File: config.mk
export PLATFORM = sky130hd
export DESIGN_NAME = jk_bank_sequencer_flat
export DESIGN_NICKNAME = d
export VERILOG_FILES = /design/src/rtl/jk_ctrl_pkg.sv /design/src/rtl/jk_bank_sequencer_if.sv /design/src/rtl/jk_bank_sequencer_rr_arbiter.sv /design/src/rtl/jk_bank_sequencer.sv /design/src/flat_wrapper.sv
export SDC_FILE = /design/constraint.sdc
export NUM_CORES = 1
export LEC_CHECK = 0
export ABC_CLOCK_PERIOD_IN_PS = 3400
export BUFFER_PORTS_ARGS = -buffer_cell sky130_fd_sc_hd__buf_2
export CORE_MARGIN = 10
export CORE_UTILIZATION = 31
export DETAILED_ROUTE_END_ITERATION = 8
export SLEW_MARGIN = 20
export SYNTH_ARGS = -nofsm -noshare
export SYNTH_HDL_FRONTEND = slang
export SYNTH_SLANG_ARGS = --single-unit
File: constraint.sdc
create_clock -name clk -period 3.4 [get_ports clk]
set_clock_uncertainty 0.15 [all_clocks]
set_input_delay 0.34 -clock clk [delete_from_list [all_inputs] [get_ports clk]]
set_output_delay 0.34 -clock clk [all_outputs]
set_load 0.02 [all_outputs]
File: src/rtl/jk_ctrl_pkg.sv
// Shared op codes and FSM encoding for the JK bank sequencer.
// Pure constants: no latency, no backpressure.
package jk_ctrl_pkg;

    // Op encoding is {j,k} as driven onto the bank.
    localparam logic [1:0] OP_HOLD = 2'b00;
    localparam logic [1:0] OP_CLR  = 2'b01;
    localparam logic [1:0] OP_SET  = 2'b10;
    localparam logic [1:0] OP_TGL  = 2'b11;

    localparam logic [1:0] ST_IDLE   = 2'd0;
    localparam logic [1:0] ST_ISSUE  = 2'd1;
    localparam logic [1:0] ST_SETTLE = 2'd2;

endpackage

File: src/rtl/jk_bank_sequencer_if.sv
// Requester handshake plus JK bank drive/readback bundle.
// Wires only: no latency; req_ready is the sequencer's one-hot grant.
interface jk_bank_sequencer_if #(
    parameter int NREQ  = 4,
    parameter int WIDTH = 8
);
    localparam int IW = $clog2(NREQ);

    logic [NREQ-1:0]       req_valid;
    logic [NREQ-1:0]       req_ready;
    logic [2*NREQ-1:0]     req_op;
    logic [WIDTH*NREQ-1:0] req_mask;
    logic [WIDTH-1:0]      q;
    logic [WIDTH-1:0]      j;
    logic [WIDTH-1:0]      k;
    logic                  busy;
    logic                  done;
    logic [IW-1:0]         done_id;
    logic                  err;

    modport master (
        output req_valid, req_op, req_mask, q,
        input  req_ready, j, k, busy, done, done_id, err
    );

    modport slave (
        input  req_valid, req_op, req_mask, q,
        output req_ready, j, k, busy, done, done_id, err
    );

endinterface

File: src/rtl/jk_bank_sequencer_rr_arbiter.sv
// Round-robin picker: first asserted req at or after ptr, wrapping.
// Combinational, zero latency; grants nothing when req is empty.
module rr_arbiter #(
    parameter int NREQ = 4,
    localparam int IW  = $clog2(NREQ)
) (
    input  logic [NREQ-1:0] req,
    input  logic [IW-1:0]   ptr,
    output logic [NREQ-1:0] grant,
    output logic [IW-1:0]   grant_idx
);

    int            pos;
    logic [IW-1:0] idx;
    logic          found;

    always_comb begin
        grant     = '0;
        grant_idx = '0;
        found     = 1'b0;
        pos       = 0;
        idx       = '0;
        for (int o = 0; o < NREQ; o++) begin
            pos = int'(ptr) + o;
            if (pos >= NREQ) pos = pos - NREQ;
            idx = IW'(pos);
            if (!found && req[idx]) begin
                found      = 1'b1;
                grant[idx] = 1'b1;
                grant_idx  = idx;
            end
        end
    end

endmodule

File: src/rtl/jk_bank_sequencer.sv
// Arbitrates masked hold/clear/set/toggle ops onto a JK bank and verifies the result.
// Transfer-to-done latency 3 cycles; requesters are stalled (req_ready=0) while busy.
module jk_bank_sequencer #(
    parameter int NREQ  = 4,
    parameter int WIDTH = 8
) (
    input logic           clk,
    input logic           rst,
    jk_bank_sequencer_if.slave bus
);
    import jk_ctrl_pkg::*;

    localparam int IW = $clog2(NREQ);

    logic [1:0]       state;
    logic [1:0]       op_r;
    logic [WIDTH-1:0] mask_r;
    logic [WIDTH-1:0] exp_r;
    logic [WIDTH-1:0] j_r;
    logic [WIDTH-1:0] k_r;
    logic [IW-1:0]    id_r;
    logic [IW-1:0]    rr_ptr;
    logic             done_r;
    logic             err_r;
    logic [IW-1:0]    done_id_r;

    logic [NREQ-1:0]  gnt;
    logic [IW-1:0]    gnt_idx;
    logic [1:0]       sel_op;
    logic [WIDTH-1:0] sel_mask;
    logic [WIDTH-1:0] op_val;

    rr_arbiter #(.NREQ(NREQ)) u_arb (
        .req       (bus.req_valid),
        .ptr       (rr_ptr),
        .grant     (gnt),
        .grant_idx (gnt_idx)
    );

    assign bus.req_ready = (state == ST_IDLE) ? gnt : '0;

    always_comb begin
        sel_op   = '0;
        sel_mask = '0;
        for (int i = 0; i < NREQ; i++) begin
            if (gnt[i]) begin
                sel_op   = bus.req_op[2*i +: 2];
                sel_mask = bus.req_mask[WIDTH*i +: WIDTH];
            end
        end
    end

    // Value the masked bits should take, judged from q before the capture edge.
    always_comb begin
        op_val = bus.q;
        case (op_r)
            OP_CLR:  op_val = '0;
            OP_SET:  op_val = '1;
            OP_TGL:  op_val = ~bus.q;
            default: op_val = bus.q;
        endcase
    end

    always_ff @(posedge clk or posedge rst) begin
        if (rst) begin
            state     <= ST_IDLE;
            op_r      <= '0;
            mask_r    <= '0;
            exp_r     <= '0;
            j_r       <= '0;
            k_r       <= '0;
            id_r      <= '0;
            rr_ptr    <= '0;
            done_r    <= 1'b0;
            err_r     <= 1'b0;
            done_id_r <= '0;
        end else begin
            done_r <= 1'b0;
            case (state)
                ST_IDLE: begin
                    if (|bus.req_valid) begin
                        op_r   <= sel_op;
                        mask_r <= sel_mask;
                        id_r   <= gnt_idx;
                        rr_ptr <= (gnt_idx == IW'(NREQ-1)) ? '0 : gnt_idx + IW'(1);
                        // Registered drive so j/k are live for the whole ISSUE cycle.
                        j_r    <= sel_mask & {WIDTH{sel_op[1]}};
                        k_r    <= sel_mask & {WIDTH{sel_op[0]}};
                        state  <= ST_ISSUE;
                    end
                end
                ST_ISSUE: begin
                    exp_r <= (bus.q & ~mask_r) | (op_val & mask_r);
                    j_r   <= '0;
                    k_r   <= '0;
                    state <= ST_SETTLE;
                end
                ST_SETTLE: begin
                    done_r    <= 1'b1;
                    err_r     <= (bus.q != exp_r);
                    done_id_r <= id_r;
                    state     <= ST_IDLE;
                end
                default: state <= ST_IDLE;
            endcase
        end
    end

    assign bus.j       = j_r;
    assign bus.k       = k_r;
    assign bus.busy    = (state != ST_IDLE);
    assign bus.done    = done_r;
    assign bus.err     = err_r;
    assign bus.done_id = done_id_r;

endmodule

File: src/flat_wrapper.sv
// flat-port wrapper written by rule: the top's interface ports become plain ports
module jk_bank_sequencer_flat import jk_ctrl_pkg::*;
#(
    parameter int NREQ  = 4,
    parameter int WIDTH = 8
)
  (clk, rst, bus_req_valid, bus_req_op, bus_req_mask, bus_q, bus_req_ready, bus_j, bus_k, bus_busy, bus_done, bus_done_id, bus_err);
  jk_bank_sequencer_if #(.NREQ(NREQ), .WIDTH(WIDTH)) bus_i ();
  input logic clk;
  input logic rst;
  input wire logic [$bits(bus_i.req_valid)-1:0] bus_req_valid;
  input wire logic [$bits(bus_i.req_op)-1:0] bus_req_op;
  input wire logic [$bits(bus_i.req_mask)-1:0] bus_req_mask;
  input wire logic [$bits(bus_i.q)-1:0] bus_q;
  output wire logic [$bits(bus_i.req_ready)-1:0] bus_req_ready;
  output wire logic [$bits(bus_i.j)-1:0] bus_j;
  output wire logic [$bits(bus_i.k)-1:0] bus_k;
  output wire logic [$bits(bus_i.busy)-1:0] bus_busy;
  output wire logic [$bits(bus_i.done)-1:0] bus_done;
  output wire logic [$bits(bus_i.done_id)-1:0] bus_done_id;
  output wire logic [$bits(bus_i.err)-1:0] bus_err;
  assign bus_i.req_valid = bus_req_valid;
  assign bus_i.req_op = bus_req_op;
  assign bus_i.req_mask = bus_req_mask;
  assign bus_i.q = bus_q;
  assign bus_req_ready = bus_i.req_ready;
  assign bus_j = bus_i.j;
  assign bus_k = bus_i.k;
  assign bus_busy = bus_i.busy;
  assign bus_done = bus_i.done;
  assign bus_done_id = bus_i.done_id;
  assign bus_err = bus_i.err;
  jk_bank_sequencer #(.NREQ(NREQ), .WIDTH(WIDTH)) u_core (.clk(clk), .rst(rst), .bus(bus_i));
endmodule
==> results of run 1 <==
registers in the layout, indices dropped and copies added, names as in the netlist, named ones only:
name	flops
u_core.exp_r	8
u_core.op_r	2
u_core.bus.k	8
u_core.bus.j	8
u_core.id_r	2
u_core.mask_r	8
u_core.bus.done	1
u_core.rr_ptr	1
u_core.state	2
u_core.bus.done_id	2
u_core.bus.err	1
routing by layer:
layer	vias up	track usage, %	wire (um)
met5	-	0	0
met4	0	5.09	215
li1	1150	-	-
met2	68	21.2	4200
met3	15	3.26	455
met1	1169	15.4	3690
power breakdown:
group / total [mW] / switching (mW) / internal [mW]
sequential: 0.942 / 0.179 / 0.763
clock: 0.313 / 0.173 / 0.140
combinational: 2.84 / 1.61 / 1.23
cells by family after synthesis:
kind of cell | share of synthesized area (%)
multiplexers | 11.1
adder cells (fa/ha/maj) | 3.07
XOR/XNOR | 2.76
AND/OR/NAND/NOR | 10.5
flip-flops | 38.6
buffers and inverters | 5.83
AO/OA/AOI/OAI | 28.1
through the flow:
stage	total power, mW	hold WS [ns]	worst slack [ns]
5_1_grt	4.44	0.0755	0.00760
3_3_place_gp	3.70	0.311	0.148
2_1_floorplan	3.06	0.321	0.235
3_5_place_dp	3.75	0.312	0.0847
6_report	4.10	0.0219	0.214
4_1_cts	4.09	0.0467	0.0259
worst max-delay path: cells and delay by family, from the launching register on:
kind | cells | cell delay [ns]
compound gates | 2 | 0.40
simple gates | 3 | 1.02
mux | 2 | 0.90
flops | 1 | 0.35
buf+inv | 1 | 0.26
path summary, 6_finish.rpt:
check,slack (ns),endpoint
max reg2reg,0.21,u_core.mask_r[4]
min,0.02,u_core.bus.err
min in group clk,0.27,u_core.exp_r[2]
max,0.21,u_core.mask_r[4]
max in group asynchronous,2.68,u_core.mask_r[4]
min reg2reg,0.33,u_core.bus.err
layout make-up:
| type | instances | area [sq um] |
|---|---|---|
| clock buffers | 6 | 72.6 |
| clock inverters | 1 | 5.00 |
| fillers | 886 | 5400 |
| inverters | 18 | 67.6 |
| multi-input cells | 187 | 1600 |
| flip-flops and latches | 44 | 1100 |
| well taps | 108 | 135 |
| repair buffers | 88 | 465 |
repair_timing:
item / CTS / global route
setup endpoints to repair: 1 / 29
pin swaps: 0 / 0
gates resized for setup: 1 / 4
cell usage after synthesis (all sizes together) (4+ instances only):
| library cell | instances | area (sq um) |
|---|---|---|
| mux2i | 7 | 70.1 |
| a21o | 10 | 75.1 |
| dfrtp | 44 | 1100 |
| nor2 | 15 | 56.3 |
| nand2 | 17 | 63.8 |
| ha | 7 | 87.6 |
| a22o | 16 | 140 |
| o21ai | 4 | 20.0 |
| nor2b | 7 | 43.8 |
| mux4 | 4 | 90.1 |
| o22ai | 4 | 25.0 |
| clkbuf | 9 | 33.8 |
| xnor2 | 9 | 78.8 |
| mux2 | 14 | 158 |
| buf | 10 | 65.1 |
| a221oi | 13 | 183 |
| a211oi | 8 | 65.1 |
| a21oi | 12 | 60.1 |
| inv | 18 | 67.6 |
| nand2b | 6 | 37.5 |
| a311oi | 8 | 70.1 |
==> impl.org, run 1 <==
** Floorplanning
- The floorplan has 34 rows.
- Starting density of the core :: approximately 32%
- The floorplan step defined a die boundary enclosing between 10000 and 15000 sq um.
- Die H :: 116 um
- The die is roughly 120 um wide.
- Core area :: just under 9000 sq um
- Pin placement for this block handled between 70 and 80 I/O pins.

** Synthesis
- Summing every instance area after synthesis gives between 2000 and 3000 sq um.
- Share of synthesized area occupied by flip-flops and latches :: between 30% and 40%
- Yosys mapped a number of flops with a built-in enable equal to 0.
- Async S/R FF share, synth :: 100%
- Most used DFF post-synth :: dfrtp_1
- Syn Area/Cell :: around 11 sq um
- Post-synthesis register bit count :: 44
- Number of library cell types mapped by synthesis :: 46
- Syn_nets :: around 330
- Synthesized instance count :: about 270
- Number of warnings printed during yosys synthesis :: 0

** Cells and area
- Synthesis-to-layout area growth :: 20.8%
- Of the cells placed in the final design, the portion with a size suffix greater than 1 is approximately two fifths.
- 0 antenna diodes ended up in the layout.
- The finished cells cover roughly 3400 sq um.
- Post-Route Utilization :: about two fifths
- Number of nets in the layout :: a little over 400
- The library cell used most frequently in the layout, excluding fill and tap cells, is buf_2.
- Once layout is complete, the cells apart from fillers number roughly 450.
- Most frequent cells in the layout :: 78 x buf_2, 44 x dfrtp_1, 18 x inv_1, 16 x nand2_1, 16 x a22o_1

** Job
- Max-capacitance violation count :: 0

** Hold path
- In this run the worst hold path is classified as in -> async.

** Clocking
- Number of hold-repair buffers added at the cts stage :: 0
- In this run the deepest clock path goes through 2 buffers.
- # clock sinks :: 44
- For the worst-skew pair, the clock arrives at the later sink with an insertion delay of 0.29 ns.
- TritonCTS built the clock tree.
- Clock-pin slew on the worst setup and hold paths :: 0.08 ns
- The H-tree was split into 2 levels.
- Root Buffer :: clkbuf_8
- The number of clock buffers added by TritonCTS is 5.
- Number of post-CTS setup repair buffers :: 0

** Detailed routing
- After detailed routing, the number of remaining DRC violations is 0.
- Wires add up to between 8000 and 9000 um.
- For this run, the detailed router's first-pass iteration total came to 4.
- Post-DR wirelength/cell :: between 15 and 20 um
- Total number of vias :: 2402
- Ratio of routed vias to standard cells :: around 5.3
- The detail route stage leaves a number of antenna-violating nets equal to 0.
- For this block, the initial DRC count from the detailed router was between 100 and 150.

** Setup path
- Largest fanout on the critical path :: 21
- Type of the setup path with the least slack :: reg -> reg
- Critical path cell sequence :: buf_4 > mux4_2 > nor2b_1 > and2_2 > o2bb2ai_2 > and2_1 > a221oi_2 > mux2_2
- For this run, the slowest stage of the critical path takes ~0.60 ns.
- STA classifies the critical path startpoint as a register.
- Type of destination of the critical path :: register
- The largest individual stage delay along the critical path comes from the cell mux4_2.
- The number of cells on the worst reg-to-reg path is 8.
- At the worst endpoint, the required time is about 3.4 ns.
- Data arrives at the worst endpoint at roughly 3.2 ns.

** Place
- Input/output buffers :: 78
- The wire-length estimate of the detail-placed layout is between 6000 and 7000 um.
- In this run the cell area measured after placement is 3350 sq um.
- Inst Count DP :: about 450
- Routability-driven placement finished with a final weighted congestion of between 0.8 and 0.9.

** Global routing
- Largest net degree at the start of global routing :: 45
- Wire length of the first global-routing pass :: roughly 14000 um
- The via count of the first global-routing pass is between 2000 and 3000.
- Global routing used 12.8% of the available tracks across all layers.
- Leftover overflow at the end of global routing :: 0
- Antenna violations before repair :: 0

** Timing
- The number of failing hold endpoints at the final stage is 0.
- For this run, the top clock speed supported by timing is 314 MHz.
- Setup repair after global routing left no endpoint under its margin.
- Subtracting the final worst setup slack from the clock period gives roughly 3.2 ns.
- Count of endpoints failing setup in the final report :: 0
- Transition time of the tightest slew-check pin :: approximately 0.66 ns
- Post-route fraction of the period consumed by the critical path :: between 90 and 100%
- Final count of pins violating max slew :: 0
- In the final timing run, aggregate negative setup slack is 0 ns.
- In this run the tightest slew margin relative to its limit is a little under three fifths.

** Run status
- Outcome :: completed

** Power
- Power spread over the standard cell area amounts to between 1000 and 1500 nW/um^2.
- The analysis attributes to cell leakage a power of 1.66 nW.
- Worst-case vdd ir drop :: around 0.42 mV
No activity file was read; power rests on OpenSTA's default activity.
==> run 2, diff against run 1 <==
--- a/constraint.sdc
+++ b/constraint.sdc
@@ -4,2 +4,2 @@
 set_output_delay 0.34 -clock clk [all_outputs]
-set_load 0.02 [all_outputs]
+set_load 0.1 [all_outputs]
==> run 2 against run 1 <==
Compared with the run above: worst hold slack better by 0.0022 ns; final area increased by 3.5%; fmax decreased by 1.2%; sequential share of layout area decreased by 1.1 points; first-iteration DRC count is 29% lower; die area did not move; critical path depth grew 1; via count is 0.71% higher; global-route usage is 0.44 points lower; count of clock-buffer cells in the layout did not move; highest routed layer unchanged.
==> impl.org, run 2 (same netlist as run 1, synthesis figures left out) <==
** Clocking
- The maximum count of clock buffers along a single path is 2 (unchanged).
- TritonCTS built the clock tree.
- PostCTS Resize Cnt :: 2 (+1)
- The number of levels the H-tree was split into is 2 (unchanged).
- The root buffer cell chosen for the clock tree is clkbuf_8.
- The post-CTS setup buffer count came to 0 (unchanged).
- TritonCTS buffer count :: 5 (unchanged)
- Number of hold-repair buffers added at the cts stage :: 0 (unchanged)
- The clock transition at the register clock pins on the worst setup and hold paths after CTS came to 0.08 ns (about the same).
- The TritonCTS sink count is 44 (unchanged).
- Clock latency of the later-clocked register in the worst-skew pair :: 0.29 ns (about the same)

** Setup path
- The number of buffers and inverters on the critical path was 1 (unchanged).
- The setup path with the least slack is of type reg -> reg.
- Critical path cell sequence :: inv_1 > ha_2 > mux2i_1 > o22ai_1 > a211oi_2 > a2bb2oi_2 > and2_1 > a221oi_2 > mux2_2
- Delay contributed by the slowest stage of the critical path :: 0.48 ns (-0.12 ns)
- Gate family responsible for the most delay along the worst path :: compound AO/OA/AOI/OAI gates
- The data required time of the critical path is 3.43 ns (about the same).
- Type of destination of the critical path :: register
- The arrival time reported for the critical path endpoint came to 3.26 ns (+0.05 ns).
- Crit path launch type :: register
- The largest individual stage delay along the critical path comes from the cell and2_1.
- Largest fanout on the critical path :: 9 (-57%)

** Timing
- The achievable frequency is 310 MHz (-1.2%).
- The setup TNS after final layout is 0 ns (unchanged).
- The number of failing hold endpoints at the final stage was 0 (unchanged).
- The ratio of final minimum period to clock period was 94.8% (+1.1 points).
- Transition time of the tightest slew-check pin :: 0.614 ns (-0.0423 ns)
- Relative max-transition margin :: 59.1% (+2.8 points)
- The post-route worst hold slack is 0.0241 ns (+0.00221 ns).
- Final worst path period need :: 3.22 ns (+0.0378 ns)
- Final count of pins violating max slew :: 0 (unchanged)
- Count of endpoints failing setup in the final report :: 0 (unchanged)
- Setup repair after global routing left no endpoint under its margin.

** Global routing
- The via count of the first global-routing pass came to 2640 (+0.49%).
- Leftover overflow at the end of global routing :: 0 (unchanged)
- The wire length of the first global-routing pass came to 13500 um (-1.5%).
- The number of antenna violations at the first check in global routing is 0 (unchanged).
- Total GRT Usage :: 12.3% (-0.44 points)
- The maximum number of pins on one net before global-route repair is 45 (unchanged).

** Hold path
- The tightest min-delay check is of the in -> async type.

** Detailed routing
- Detailed-router iteration count before antenna repair :: 4 (unchanged)
- Total number of vias :: 2419 (+0.71%)
- The routed wire length was 8310 um (-3.1%).
- The count of antenna-violating nets left after detailed routing came to 0 (unchanged).
- The final routed DRC violation total was 0 (unchanged).
- Post-DR wirelength/cell :: 18.3 um (-3.3%)
- Ratio of routed vias to standard cells :: 5.34 (+0.49%)
- Number of violations reported at the end of detailed-routing iteration 0 :: 85 (-29%)

** Cells and area
- Non-filler instance count after layout :: 453 (+0.22%)
- The antenna diode instance count is 0 (unchanged).
- Most common cell after layout, fill and taps aside :: buf_2
- Leaving out fill and tap cells, the most frequent cells in the layout are 75 x buf_2, 44 x dfrtp_1, 17 x inv_1, 16 x nand2_1, 16 x a22o_1.
- The number of fill cells in the layout was 877 (-1.0%).
- Number of nets in the layout :: 405 (unchanged)
- Synthesis-to-layout area growth :: 25.0%
- Sequential Area :: 1100 sq um (unchanged)
- The fraction of final layout cells sized beyond drive strength 1 is 41.2% (+1.6 points).
- The area of the multi-input gates came to 1630 sq um (+1.7%).

** Run status
- Outcome :: completed

** Job
- The max capacitance violation total is 0 (unchanged).

** Place
- Inst Count DP :: 445 (unchanged)
- Input/output buffers :: 78 (unchanged)
- HPWL after detailed placement :: 6480 um (-2.6%)
- Gpl congestion :: 0.842 (-0.70%)

** Floorplanning
- Die H :: 116 um (unchanged)
- The number of ports placed on the die boundary was 79 (unchanged).
- The core footprint was 8850 sq um (unchanged).
- Area enclosed by the die boundary :: 13400 sq um (unchanged)
- Die boundary width :: 116 um (unchanged)
- Site Rows :: 34 (unchanged)
- Starting density of the core :: 32.2% (unchanged)
==> run 2: layout make-up <==
| class | instances | share of cell area, % |
|---|---|---|
| Sequential cell | 44 | 30.9 |
| Inverter | 18 | 2.00 |
| Timing Repair Buffer | 88 | 14.3 |
| Clock buffer | 6 | 2.31 |
| Clock inverter | 2 | 1.09 |
| Multi-Input combinational cell | 187 | 45.6 |
| Tap cell | 108 | 3.79 |
==> run 2: worst paths after layout <==
| check | depth (start not counted) | slack (ns) | startpoint | endpoint |
|---|---|---|---|---|
| max | 9 | 0.18 | u_core.rr_ptr[1] | u_core.mask_r[1] |
| min | 3 | 0.02 | rst | u_core.bus.done |
| max reg2reg | 9 | 0.18 | u_core.rr_ptr[1] | u_core.mask_r[1] |
| min reg2reg | 2 | 0.32 | u_core.bus.err | u_core.bus.err |
| max in group asynchronous | 3 | 2.69 | rst | u_core.state[0] |
| min in group clk | 3 | 0.27 | bus_q[2] | u_core.exp_r[2] |
==> run 2: through the flow <==
| step | setup slack (ns) | util, % | cell area [sq um] |
|---|---|---|---|
| 4_1_cts | 0.0159 | 40.1 | 3550 |
| 3_5_place_dp | 0.0905 | 38.7 | 3420 |
| 6_report | 0.177 | 40.3 | 3570 |
| 5_1_grt | 0.00723 | 40.3 | 3570 |
| 2_1_floorplan | -0.130 | - | 2870 |
| 3_3_place_gp | 0.176 | 38.7 | 3420 |
==> run 2: tightest hold or removal path, stage by stage <==
cell   delay [ns]
buf_2        0.09
inv_1        0.04
buf_4        0.45
==> run 2: per-layer routing <==
layer	up-vias	share of wire [%]	GRT usage [%]
met5	-	0	0
met4	0	1.1	3.34
met3	8	5.6	3.41
met2	67	50	21.2
met1	1195	43	14.7
li1	1149	-	-
Power of run 2 is left out: the tool's default activity adds up to more than one toggle a clock period on the data nets, which glitch-free logic cannot reach.
